File: src/rtl/mem_arbiter.sv
// mem_arbiter: round-robin arbiter and sequencer sharing one single-port mem
// between NUM_REQ requesters over a req/ack handshake.
// Optional lock feature: define MEM_ARB_LOCK_EN to add req_lock and MAX_LOCK,
// which let an owner keep the pointer for up to MAX_LOCK consecutive grants.
// All outputs are registered. Reset is synchronous, active-low, on rst.
module mem_arbiter #(
  parameter int NUM_REQ = 4,
  parameter int ADDR_W  = 4,
  parameter int DATA_W  = 8,
  parameter int RD_LAT  = 1
`ifdef MEM_ARB_LOCK_EN
  ,
  parameter int MAX_LOCK = 4
`endif
) (
  input  logic                      clk,
  input  logic                      rst,
  input  logic [NUM_REQ-1:0]        req,
  input  logic [NUM_REQ-1:0]        req_wr_rd,
  input  logic [NUM_REQ*ADDR_W-1:0] req_addr,
  input  logic [NUM_REQ*DATA_W-1:0] req_wr_data,
`ifdef MEM_ARB_LOCK_EN
  input  logic [NUM_REQ-1:0]        req_lock,
`endif
  output logic [NUM_REQ-1:0]        gnt,
  output logic [NUM_REQ-1:0]        ack,
  output logic [DATA_W-1:0]         rsp_rd_data,
  output logic                      busy,
  output logic [ADDR_W-1:0]         mem_addr,
  output logic                      mem_wr_rd,
  output logic [DATA_W-1:0]         mem_wr_data,
  input  logic [DATA_W-1:0]         mem_rd_data
);

  localparam int PTR_W = $clog2(NUM_REQ);
  localparam int CNT_W = (RD_LAT > 1) ? $clog2(RD_LAT) : 1;
`ifdef MEM_ARB_LOCK_EN
  localparam int LOCK_W = $clog2(MAX_LOCK + 1);
`endif

  typedef enum logic [1:0] {
    S_IDLE,
    S_ISSUE,
    S_RD_WAIT,
    S_RD_DONE
  } state_e;

  state_e              state_q, state_d;
  logic [PTR_W-1:0]    ptr_q, ptr_d;
  logic [PTR_W-1:0]    owner_q, owner_d;
  logic                op_wr_q, op_wr_d;
  logic [CNT_W-1:0]    rd_cnt_q, rd_cnt_d;
  logic [DATA_W-1:0]   rd_data_q, rd_data_d;
  logic [NUM_REQ-1:0]  gnt_q, gnt_d;
  logic [NUM_REQ-1:0]  ack_q, ack_d;
  logic [DATA_W-1:0]   rsp_q, rsp_d;
  logic                busy_q, busy_d;
  logic [ADDR_W-1:0]   mem_addr_q, mem_addr_d;
  logic                mem_wr_rd_q, mem_wr_rd_d;
  logic [DATA_W-1:0]   mem_wr_data_q, mem_wr_data_d;
`ifdef MEM_ARB_LOCK_EN
  logic [LOCK_W-1:0]   lock_cnt_q, lock_cnt_d;
`endif

  logic [ADDR_W-1:0]   addr_arr [NUM_REQ];
  logic [DATA_W-1:0]   data_arr [NUM_REQ];
  logic [PTR_W-1:0]    cand;
  logic [PTR_W-1:0]    win_idx;
  logic                win_valid;
  logic                complete;

  function automatic logic [PTR_W-1:0] next_idx(input logic [PTR_W-1:0] i);
    if (int'(i) == NUM_REQ - 1) return '0;
    return i + PTR_W'(1);
  endfunction

  // Unpack the flat per-requester address and write-data buses.
  always_comb begin
    for (int i = 0; i < NUM_REQ; i++) begin
      addr_arr[i] = req_addr[i*ADDR_W +: ADDR_W];
      data_arr[i] = req_wr_data[i*DATA_W +: DATA_W];
    end
  end

  // Round-robin search: first set req bit at or above the pointer, wrapping.
  always_comb begin
    // NOTE: every always_comb output gets a default first so no path can infer a latch.
    win_valid = 1'b0;
    win_idx   = '0;
    cand      = '0;
    for (int k = 0; k < NUM_REQ; k++) begin
      cand = PTR_W'((int'(ptr_q) + k) % NUM_REQ);
      if (!win_valid && req[cand]) begin
        win_valid = 1'b1;
        win_idx   = cand;
      end
    end
  end

  // Next-state and registered-output logic for the transaction sequencer.
  always_comb begin
    state_d       = state_q;
    ptr_d         = ptr_q;
    owner_d       = owner_q;
    op_wr_d       = op_wr_q;
    rd_cnt_d      = rd_cnt_q;
    rd_data_d     = rd_data_q;
    gnt_d         = gnt_q;
    ack_d         = '0;
    rsp_d         = '0;
    mem_addr_d    = mem_addr_q;
    mem_wr_rd_d   = 1'b0;
    mem_wr_data_d = mem_wr_data_q;
    complete      = 1'b0;
`ifdef MEM_ARB_LOCK_EN
    lock_cnt_d    = lock_cnt_q;
`endif

    unique case (state_q)
      S_IDLE: begin
        gnt_d = '0;
        // The IDLE cycle that shows ack still sees the old owner's req; it is
        // not arbitrated so the owner can drop req without a spurious grant.
        if (ack_q == '0 && win_valid) begin
          owner_d          = win_idx;
          op_wr_d          = req_wr_rd[win_idx];
          gnt_d[win_idx]   = 1'b1;
          mem_addr_d       = addr_arr[win_idx];
          mem_wr_data_d    = data_arr[win_idx];
          mem_wr_rd_d      = req_wr_rd[win_idx];
          state_d          = S_ISSUE;
`ifdef MEM_ARB_LOCK_EN
          if (win_idx != owner_q) lock_cnt_d = '0;
`endif
        end
      end
      S_ISSUE: begin
        if (op_wr_q) begin
          complete = 1'b1;
          state_d  = S_IDLE;
        end else begin
          rd_cnt_d = CNT_W'(RD_LAT - 1);
          state_d  = S_RD_WAIT;
        end
      end
      S_RD_WAIT: begin
        if (rd_cnt_q == '0) begin
          rd_data_d = mem_rd_data;
          state_d   = S_RD_DONE;
        end else begin
          rd_cnt_d = rd_cnt_q - CNT_W'(1);
        end
      end
      S_RD_DONE: begin
        complete = 1'b1;
        rsp_d    = rd_data_q;
        state_d  = S_IDLE;
      end
      default: state_d = S_IDLE;
    endcase

    if (complete) begin
      ack_d[owner_q] = 1'b1;
`ifdef MEM_ARB_LOCK_EN
      if (req_lock[owner_q] && lock_cnt_q < LOCK_W'(MAX_LOCK - 1)) begin
        ptr_d      = owner_q;
        lock_cnt_d = lock_cnt_q + LOCK_W'(1);
      end else begin
        ptr_d      = next_idx(owner_q);
        lock_cnt_d = '0;
      end
`else
      ptr_d = next_idx(owner_q);
`endif
    end

    busy_d = (state_d != S_IDLE);
  end

  // State and output registers with synchronous active-low reset.
  always_ff @(posedge clk) begin
    // NOTE: sequential state uses non-blocking assignments so all flops update together.
    if (!rst) begin
      state_q       <= S_IDLE;
      ptr_q         <= '0;
      owner_q       <= '0;
      op_wr_q       <= 1'b0;
      rd_cnt_q      <= '0;
      rd_data_q     <= '0;
      gnt_q         <= '0;
      ack_q         <= '0;
      rsp_q         <= '0;
      busy_q        <= 1'b0;
      mem_addr_q    <= '0;
      mem_wr_rd_q   <= 1'b0;
      mem_wr_data_q <= '0;
`ifdef MEM_ARB_LOCK_EN
      lock_cnt_q    <= '0;
`endif
    end else begin
      state_q       <= state_d;
      ptr_q         <= ptr_d;
      owner_q       <= owner_d;
      op_wr_q       <= op_wr_d;
      rd_cnt_q      <= rd_cnt_d;
      rd_data_q     <= rd_data_d;
      gnt_q         <= gnt_d;
      ack_q         <= ack_d;
      rsp_q         <= rsp_d;
      busy_q        <= busy_d;
      mem_addr_q    <= mem_addr_d;
      mem_wr_rd_q   <= mem_wr_rd_d;
      mem_wr_data_q <= mem_wr_data_d;
`ifdef MEM_ARB_LOCK_EN
      lock_cnt_q    <= lock_cnt_d;
`endif
    end
  end

  assign gnt         = gnt_q;
  assign ack         = ack_q;
  assign rsp_rd_data = rsp_q;
  assign busy        = busy_q;
  assign mem_addr    = mem_addr_q;
  assign mem_wr_rd   = mem_wr_rd_q;
  assign mem_wr_data = mem_wr_data_q;

endmodule

File: config.mk
export PLATFORM = sky130hd
export DESIGN_NAME = mem_arbiter
export DESIGN_NICKNAME = d
export VERILOG_FILES = /design/src/rtl/mem_arbiter.sv
export SDC_FILE = /design/constraint.sdc
export NUM_CORES = 1
export LEC_CHECK = 0
export BUFFER_PORTS_ARGS = -buffer_cell sky130_fd_sc_hd__buf_2
export CELL_PAD_IN_SITES_DETAIL_PLACEMENT = 1
export CELL_PAD_IN_SITES_GLOBAL_PLACEMENT = 1
export CORE_UTILIZATION = 33
export DETAILED_ROUTE_END_ITERATION = 12
export PLACE_DENSITY = 0.83
export SYNTH_ARGS = -nofsm -noshare
export SYNTH_HDL_FRONTEND = slang
export SYNTH_SLANG_ARGS = --single-unit
File: constraint.sdc
create_clock -name clk -period 2 [get_ports clk]
set_input_delay 0 -clock clk [delete_from_list [all_inputs] [get_ports clk]]
set_output_delay 0 -clock clk [all_outputs]
set_load 0.005 [all_outputs]
* Word-level counts from Yosys, hierarchy flattened
Cells that the tools add are included.
Word-level totals: register bits after elaboration 46, output and inout port bits 30, word-level logic and storage cells 95
Cells by class: add/subtract/negate cells 5, order comparisons 9, equality and inequality tests 5, multiplexer cells 42, bitwise logic cells 2, reduce and logical (&&, ||, !) cells 19
Operators with widths (number):
- $lt A2 B3 Y1 const B | 6
- $mux W2 | 9
- $bmux W8 S2 | 1
- $mux W1 | 16
- $mux W8 | 2
- $mux W4 | 3
- $bmux W1 S2 | 5
- $reduce_and A2 Y1 | 5
- $bmux W4 S2 | 1
- $pmux W2 S4 | 1
- $logic_and A1 B1 Y1 | 6
- $add A2 B1 Y2 const B | 2
- $add A2 B2 Y2 const B | 2
- $demux W1 S2 | 2
- $eq A2 B1 Y1 const B | 2
- $eq A2 B2 Y1 const B | 2
- $ge A2 B1 Y1 const B | 2
- $logic_not A4 Y1 | 1
- $pmux W1 S2 | 2
- $reduce_bool A2 Y1 | 2
- $ge A3 B3 Y1 const B | 1
- $logic_not A1 Y1 | 3
- $not A2 Y3 | 1
- $reduce_and A3 Y1 | 1
- 4 further kinds | 4

* Logic depth before layout (Yosys ltp)
Gate-level depths: netlist of the first run.
depth after elaboration 17, mapped depth 7, gate-level depth less buffers 5

* Least setup slack after synthesis of the first run
OpenSTA, ideal clock, no wires.
kind register to register, start reg ack_q[1], in the netlist ack[1], end reg mem_addr_q[3], in the netlist mem_addr[3], library setup time 0.124 ns, arrival 1.631 ns, data required time 1.876 ns, slack 0.245 ns, cell stages (with the launch flop) 7, period minus slack after synthesis 1.755 ns, path through dfxtp_1 or4_1 nor2_2 nand2_2 clkbuf_1 a221oi_1 a21oi_1
On the way: word-level cells in the longest chain between the ends 3
RTL lines:
- start: declaration | RTL line 55 | logic [NUM_REQ-1:0] ack_q, ack_d;
- start signal: assignment | RTL line 208 | ack_q <= ack_d;
- $logic_not A4 Y1 | RTL line 124 | if (ack_q == '0 && win_valid) begin
- $logic_and A1 B1 Y1 | RTL line 124
- $reduce_and A2 Y1 (no line)
- end signal: assignment | RTL line 211 | mem_addr_q <= mem_addr_d;
- end: declaration | RTL line 58 | logic [ADDR_W-1:0] mem_addr_q, mem_addr_d;
No other way between the ends. A chain may end at the register's enable or synchronous reset.

* Worst setup path in the final report of the first run
start reg ack_q[1], in the netlist ack[1], end reg mem_wr_data_q[6], in the netlist mem_wr_data[6]
On the way: word-level cells in the longest chain between the ends 3
RTL lines:
- $logic_not A4 Y1 | RTL line 124
- $logic_and A1 B1 Y1 | RTL line 124
- $reduce_and A2 Y1 (no line)
- end signal: assignment | RTL line 213 | mem_wr_data_q <= mem_wr_data_d;
- end: declaration | RTL line 60 | logic [DATA_W-1:0] mem_wr_data_q, mem_wr_data_d;
No other way between the ends.

==> results of run 1 <==
-- worst max-delay path, cell delays in order, from the launching register on --
cell and delay, ps:
dfxtp_1 320, or4_1 610, nor2_4 160, nand2_2 120
buf_4 190, a221oi_1 260, a21oi_1 120
-- placed cells by master (no fill, tap or decap), types with 5 or more instances in the layout --
cell	synthesis	final
a221oi_1	12	12
nand2_1	24	24
a21oi_1	29	29
buf_4	0	8
o21ai_0	14	14
dlygate4sd3_1	0	8
dfxtp_1	45	45
and3_1	14	14
a21boi_0	9	9
clkbuf_8	0	5
inv_1	6	6
and2_1	12	12
buf_2	3	95
o21ai_1	10	10
nor2_1	12	12
-- registers in the layout (all words and copies together), names as in the netlist, 2 cells and up --
register,flops
mem_addr,4
ack,4
owner_q,2
state_q,2
rd_data_q,8
mem_wr_data,8
rsp_rd_data,8
ptr_q,2
gnt,4
-- metal layers --
layer	vias up	GRT usage [%]	wire (um)
met1	1060	23.5	2860
met5	-	0	0
li1	1098	-	-
met3	13	2.56	185
met2	47	38.0	3520
met4	0	6.84	138
-- worst max path at each step --
| stage | to | depth (start not counted) |
|---|---|---|
| final | mem_wr_data[6] | 6 |
| after global placement | mem_addr[0] | 5 |
| after CTS | mem_wr_data[6] | 5 |
| after detailed placement | mem_wr_data[6] | 5 |
| after floorplan | mem_addr[3] | 6 |
| after global routing | mem_wr_data[2] | 6 |
-- timing repair --
action	in CTS	in global routing
hold endpoints to repair	8	0
gates resized for setup	0	2
endpoints found under the setup margin	0	10
hold buffers	8	0
buffers inserted	0	0
-- layout make-up --
class | count | share of cell area (%)
clock inverters | 3 | 0.877
inverters | 6 | 0.789
well taps | 75 | 3.29
repair buffers | 111 | 21.6
clock buffers | 5 | 2.41
flip-flops and latches | 45 | 31.6
multi-input cells | 181 | 39.5
-- kinds of logic (layout without fill, tap and decap cells) --
| family | count (synthesis) | after routing | share of synthesized area (%) |
|---|---|---|---|
| multiplexers | 2 | 2 | 0.947 |
| AO/OA/AOI/OAI | 94 | 94 | 28.6 |
| flip-flops | 45 | 45 | 42.6 |
| AND/OR/NAND/NOR | 81 | 81 | 20.9 |
| buffers and inverters | 23 | 125 | 4.62 |
| adder cells (fa/ha/maj) | 4 | 4 | 2.37 |
-- power groups by stage --
| stage | Sequential [W] | Combinational [W] | Clock, W |
|---|---|---|---|
| after floorplan | 0.00114 | 0.000500 | 0 |
| after global placement | 0.00114 | 0.000825 | 0 |
| after detailed placement | 0.00114 | 0.000857 | 0 |
| after CTS | 0.00112 | 0.000881 | 0.000601 |
| after global routing | 0.00114 | 0.000984 | 0.000643 |
| final | 0.00112 | 0.000881 | 0.000586 |
-- metrics by stage --
step	worst slack (ps)	util (%)	instances	hold slack, ps
4_1_cts	31.4	46.9	426	1.38
3_3_place_gp	233	44.0	410	244
5_1_grt	26.6	47.1	426	9.10
2_1_floorplan	245	-	249	136
3_5_place_dp	91.6	44.0	410	251
6_report	109	47.1	426	0.968
==> metrics.csv, run 1 <==
metric,value,unit
run_status,"complete, no violations",
seq_area_frac_synth,42.6,%
ys_types,39,
portBuffers,95,
vias,2218,
ff2ff_path_depth,6,
min_path_type,primary input to flip-flop,
period_needed,1890,ps
rsz0062_at_grt,false,
synth_cells,249,
hold_path_end,mem_addr[1],
clkSlewWorstSetupHoldPaths,100,ps
insertion_delay,300,ps
die-area,6730,sq um
hp-start,req_addr[1],
p_sw_share,35.1,%
grt_overflow,0,
tightest_slew,623,ps
pwr-share-clk,22.6,%
cts.path.max_buffers,2,
antenna_found_initial,0,
fp.dieH,82.0,um
dp_hpwl,4.94,mm
switchingPower,0.000910,W
timing.critical_path.from,ack[1],
finalClockSkew,12.6,ps
cp_data_required_time,2180,ps
max_cap_viol_count,0,
first_global_vias,2278,
ys_ff_latch,45,
cts_made_buffers,5,
timing_hold_violations_final,0,
synth_nets,319,
relSlewSlack,58.0,%
initial_utilization,34.9,%
crit_arrival,2070,ps
row_count,28,
synth-main-ff-cell,dfxtp_1,
h-tree-depth,2,
drive_gt1_share,34.8,%
r2r_slack,110,ps
worstSetupPathType,flip-flop to flip-flop,
synth.most_common_cell,dfxtp_1,
yosys_warnings,0,
die_width,82.0,um
nets,420,
core,6060,sq um
ir_worst_vdd,0.395,mV
async_reset_ff_share,0,%
register_area,901,sq um
hold_depth,3,
grtUsageTotal,20.3,%
fillCellCount,770,
diodes,0,
grt_max_degree,27,
root_buffer,clkbuf_8,
crit-reg2reg-capture,mem_wr_data[6],
pin_count,96,
avgViaCountPerCell,5.21,
start_kind,flip-flop,
yosys.area.top_type_share,42.6,%
area_growth_syn_to_layout,35.0,%
setup_viol,0,
cts_tree,done,
yosys-top-cells-count,"45 x dfxtp_1, 29 x a21oi_1, 24 x nand2_1, 14 x and3_1, 14 x o21ai_0",
p_total,0.00259,W
ant_nets,0,
p_seq_share,43.3,%
slew_violations,0,
r2r_start,ack[1],
fin_crit_sh,94.6,%
synth_top_area_cell,dfxtp_1,
power_density,908,nW/um^2
critical_path_peak_fanout,10,
first_pass_iters,4,
max_freq,529,MHz
total_leakage_power,1.33,nW
pwr-share-comb,34.0,%
final_area,2850,sq um
grt_pass1_wl,10.5,mm
wirelength,6.70,mm
wire_per_inst,15.7,um
worstSetupEndpointType,flip-flop,
syn_area_per_cell,8.49,sq um
gp_congestion,0.826,
drt_iter0_drc,75,
p_int,0.00168,W
syn-cell-area,2110,sq um
drc,0,
multi_input_area,1130,sq um
placed_area,2670,sq um
clkSinkCount,45,
synth_edf_count,0,
setup-tns-final,0,ps
synth_area_leaders,"dfxtp_1 43%, a21oi_1 6.9%, a221oi_1 5.0%, nand2_1 4.3%, and3_1 4.1%",
Power figures use the tool's default switching activity.
==> run 2: changes to the inputs <==
--- a/config.mk
+++ b/config.mk
@@ -8,9 +8,10 @@
 export BUFFER_PORTS_ARGS = -buffer_cell sky130_fd_sc_hd__buf_2
 export CELL_PAD_IN_SITES_DETAIL_PLACEMENT = 1
 export CELL_PAD_IN_SITES_GLOBAL_PLACEMENT = 1
-export CORE_UTILIZATION = 33
+export CORE_UTILIZATION = 34
+export CTS_BUF_LIST = sky130_fd_sc_hd__clkbuf_8
 export DETAILED_ROUTE_END_ITERATION = 12
-export PLACE_DENSITY = 0.83
+export PLACE_DENSITY = 0.85
 export SYNTH_ARGS = -nofsm -noshare
 export SYNTH_HDL_FRONTEND = slang
 export SYNTH_SLANG_ARGS = --single-unit
==> run 2 against run 1 <==
Routed wire length up 3.4%. Largest cell class unchanged. Final cell count down 0.47%. First-iteration DRC count up 55%. Register-to-register slack worse by 40 ps. Clock skew down 7.1 ps. Highest routed layer unchanged. Worst hold slack better by 10 ps.
==> metrics.csv, run 2 (same netlist as run 1, synthesis figures left out) <==
metric,value,unit
run_status,"complete, no violations",
r2r_start,ack[1],
rsz0062_at_grt,true,
grt_overflow,0,
path_delay_family,simple AND/OR/NAND/NOR gates,
max_freq,519,MHz
finalClockSkew,5.50,ps
crit_slowest_cell,or4_1,
final_common_cell,buf_2,
diodes,0,
ir_worst_vdd,0.433,mV
portBuffers,95,
whs,11.3,ps
cts_made_buffers,5,
tightest_slew,597,ps
first_global_vias,2273,
drt_iter0_drc,116,
worstSetupPathType,flip-flop to flip-flop,
crit_arrival,2100,ps
crit_chain,or4_1 -> nor2_4 -> nand2_4 -> buf_4 -> a221oi_1 -> a21oi_1,
start_kind,flip-flop,
cp_data_required_time,2180,ps
timing_hold_violations_final,0,
h-tree-depth,2,
fp.dieH,80.9,um
pin_count,96,
clkSinkCount,45,
relSlewSlack,59.8,%
drc,0,
die-area,6540,sq um
setup_viol,0,
slowest_delay,600,ps
slew_violations,0,
worstSetupEndpointType,flip-flop,
register_area,902,sq um
grt_pass1_wl,10.7,mm
antenna_found_initial,0,
fin_crit_sh,96.4,%
grtUsageTotal,21.5,%
gp_congestion,0.803,
insertion_delay,290,ps
layout_common_cells,"95 x buf_2, 44 x dfxtp_1, 29 x a21oi_1",
drive_gt1_share,34.4,%
avgViaCountPerCell,5.32,
area_growth_syn_to_layout,34.3,%
period_needed,1930,ps
clkSlewWorstSetupHoldPaths,80,ps
wirelength,6.93,mm
timing.critical_path.from,ack[1],
postCtsSetupRepairBufs,0,
setup-tns-final,0,ps
place_ws,-9.80,ps
multi_input_area,1140,sq um
die_width,80.9,um
grt_max_degree,27,
initial_utilization,35.5,%
cp.buffers_inverters,1,
fillCellCount,766,
dp_hpwl,4.93,mm
row_count,28,
cts.path.max_buffers,2,
cts_tree,done,
root_buffer,clkbuf_8,
vias,2255,
first_pass_iters,4,
critical_path_peak_fanout,13,
wire_per_inst,16.3,um
max_cap_viol_count,0,
min_path_type,primary input to flip-flop,
ant_nets,0,
hp-start,req_addr[6],
power_density,901,nW/um^2
nets,418,
fin_ws,72.5,ps
core,5960,sq um
total_leakage_power,1.32,nW
run 2: cell count changes in the layout (fill, tap and decap cells not counted):
cell and change:
buf_4 -3, nand2_2 -1, dfxtp_2 +1, nand2_4 +1, clkinvlp_4 +1, dfxtp_1 -1
clkinv_4 -1, inv_1 +1, inv_6 -1, or4_2 +1
run 2: what timing repair did:
| action | in CTS | in global routing |
|---|---|---|
| gates cloned | 0 | 1 |
| endpoints found under the hold margin | 8 | 0 |
| pin swaps | 0 | 1 |
| endpoints found under the setup margin | 3 | 7 |
| gates resized for setup | 1 | 3 |
| hold buffers | 8 | 0 |
run 2: per-layer routing:
| layer | wire [um] | track usage [%] | vias up |
|---|---|---|---|
| li1 | - | - | 1100 |
| met1 | 2890 | 25.5 | 1060 |
| met2 | 3410 | 37.0 | 81 |
| met3 | 479 | 5.62 | 14 |
| met4 | 141 | 7.68 | 0 |
| met5 | 0 | 0 | - |
run 2: area by class of cell:
cell class	instances	area share, %
Tap cell	75	3.30
Inverter	6	0.793
Multi-Input combinational cell	182	40.2
Clock buffer	5	2.42
Timing Repair Buffer	108	20.9
Sequential cell	45	31.8
Clock inverter	3	0.661
run 2: worst paths after layout:
| path | to | slack (ps) | cells past startpoint |
|---|---|---|---|
| setup reg to reg | mem_wr_data[6] | 70 | 6 |
| setup / recovery | mem_wr_data[6] | 70 | 6 |
| hold / removal | mem_addr[2] | 10 | 3 |
| hold reg to reg | rd_data_q[5] | 450 | 2 |
run 2: power breakdown:
| part | internal, W | total, W | switching [W] |
|---|---|---|---|
| Sequential | 0.00104 | 0.00114 | 0.0000927 |
| Combinational | 0.000373 | 0.000877 | 0.000504 |
| Clock | 0.000241 | 0.000548 | 0.000307 |
| Total | 0.00166 | 0.00256 | 0.000903 |
run 2: worst min-delay path, stage by stage:
cell,delay [ps]
buf_2,80
a221oi_1,70
a21oi_1,130
run 2: per-stage QoR:
step           area [sq um]  total power (W)  util, %  std cells
6_report               2840          0.00256     47.7        424
3_5_place_dp           2650          0.00198     44.4        407
3_3_place_gp           2650          0.00194     44.4        407
5_1_grt                2840          0.00272     47.7        424
2_1_floorplan          2110          0.00164        -        249
4_1_cts                2820          0.00255     47.4        423
==> run 3: changes to the inputs <==
--- a/config.mk
+++ b/config.mk
@@ -8,6 +8,7 @@
 export BUFFER_PORTS_ARGS = -buffer_cell sky130_fd_sc_hd__buf_2
 export CELL_PAD_IN_SITES_DETAIL_PLACEMENT = 1
 export CELL_PAD_IN_SITES_GLOBAL_PLACEMENT = 1
+export CORE_MARGIN = 2
 export CORE_UTILIZATION = 34
 export CTS_BUF_LIST = sky130_fd_sc_hd__clkbuf_8
 export DETAILED_ROUTE_END_ITERATION = 12
==> run 3 against run 2 <==
Flip-flop and latch count did not move. Sequential share of layout area fell by 0.57 points. Global-route usage fell by 1.7 points. Highest routed layer unchanged.
==> metrics.csv, run 3 (same netlist as run 1, synthesis figures left out) <==
metric,value,unit
start_kind,flip-flop,
cts_tree,done,
wirelength,6.84,mm
max_freq,528,MHz
min_path_type,primary input to flip-flop,
final_core_util,48.5,%
first_global_vias,2350,
max_cap_viol_count,0,
die_width,82.9,um
first_pass_iters,4,
die-area,6870,sq um
cp_data_required_time,2230,ps
critical_path_peak_fanout,11,
insertion_delay,300,ps
clkSlewWorstSetupHoldPaths,90,ps
ant_nets,0,
total_leakage_power,1.35,nW
ir_worst_vdd,0.372,mV
tightest_slew,948,ps
diodes,0,
dp_hpwl,5.07,mm
row_count,28,
finalClockSkew,6.97,ps
core,5960,sq um
portBuffers,95,
worstSetupEndpointType,flip-flop,
period_needed,1890,ps
wire_per_inst,15.9,um
timing_hold_violations_final,0,
grtUsageTotal,19.7,%
vias,2259,
crit_arrival,2120,ps
pin_count,96,
antenna_found_initial,0,
postCtsSetupRepairBufs,0,
avgViaCountPerCell,5.27,
worstSetupPathType,flip-flop to flip-flop,
slew_violations,0,
cts_made_buffers,5,
fp.dieH,82.9,um
ctsResizeCount,0,
setup_viol,0,
grt_pass1_wl,11.1,mm
grt_max_degree,25,
clkSinkCount,45,
root_buffer,clkbuf_8,
h-tree-depth,2,
fin_ws,106,ps
place_ws,129,ps
nets,424,
drive_gt1_share,34.5,%
cts.path.max_buffers,2,
setup-tns-final,0,ps
rsz0062_at_grt,false,
p_total,0.00268,W
layout_common_cells,"95 x buf_2, 45 x dfxtp_1, 29 x a21oi_1",
gp_congestion,0.873,
initial_utilization,35.5,%
grt_overflow,0,
run_status,"complete, no violations",
final_common_cell,buf_2,
power_density,927,nW/um^2
area_growth_syn_to_layout,36.6,%
drt_iter0_drc,69,
relSlewSlack,36.8,%
drc,0,
fin_crit_sh,94.7,%
run 3: final cells by class:
type | instances | area [sq um]
fill | 758 | 3070
multi-input combinational | 181 | 1120
sequential | 45 | 901
timing repair buffer | 115 | 651
tap | 75 | 93.8
clock buffer | 5 | 68.8
clock inverter | 2 | 35.0
inverter | 6 | 22.5
run 3: worst max-delay path, cell delays in order, from the launching register on:
cell,delay [ps]
dfxtp_1,330
buf_4,150
nand2b_1,170
o22ai_1,730
a221oi_1,240
a21oi_1,210
run 3: where the power goes:
group / switching [W] / total, W / internal [W]
sequential: 0.0000848 / 0.00113 / 0.00104
clock: 0.000308 / 0.000671 / 0.000363
combinational: 0.000493 / 0.000880 / 0.000387
run 3: what timing repair did:
item	4_1_cts	5_1_grt
hold endpoints to repair	10	0
endpoints found under the setup margin	0	0
hold buffers	10	0
run 3: path summary, 6_finish.rpt:
check          startpoint            to  slack, ps  cells after the start
max              ptr_q[0]   mem_addr[2]        110                      5
min           req_addr[7]   mem_addr[3]         10                      3
max reg2reg      ptr_q[0]   mem_addr[2]        110                      5
min reg2reg  rd_data_q[5]  rd_data_q[5]        460                      2
run 3: through the flow:
step | hold WS (ps) | instance area, sq um | instances
2_1_floorplan | 136 | 2110 | 249
3_3_place_gp | 245 | 2680 | 412
3_5_place_dp | 254 | 2680 | 412
4_1_cts | 7.86 | 2890 | 429
5_1_grt | 25.2 | 2890 | 429
6_report | 13.7 | 2890 | 429
run 3: per-layer routing:
| metal | wire length, um | track usage, % | vias to the layer above |
|---|---|---|---|
| met4 | 115 | 5.51 | 0 |
| met1 | 2860 | 22.5 | 1081 |
| li1 | - | - | 1103 |
| met3 | 375 | 5.17 | 11 |
| met5 | 0 | 0 | - |
| met2 | 3490 | 36.1 | 64 |
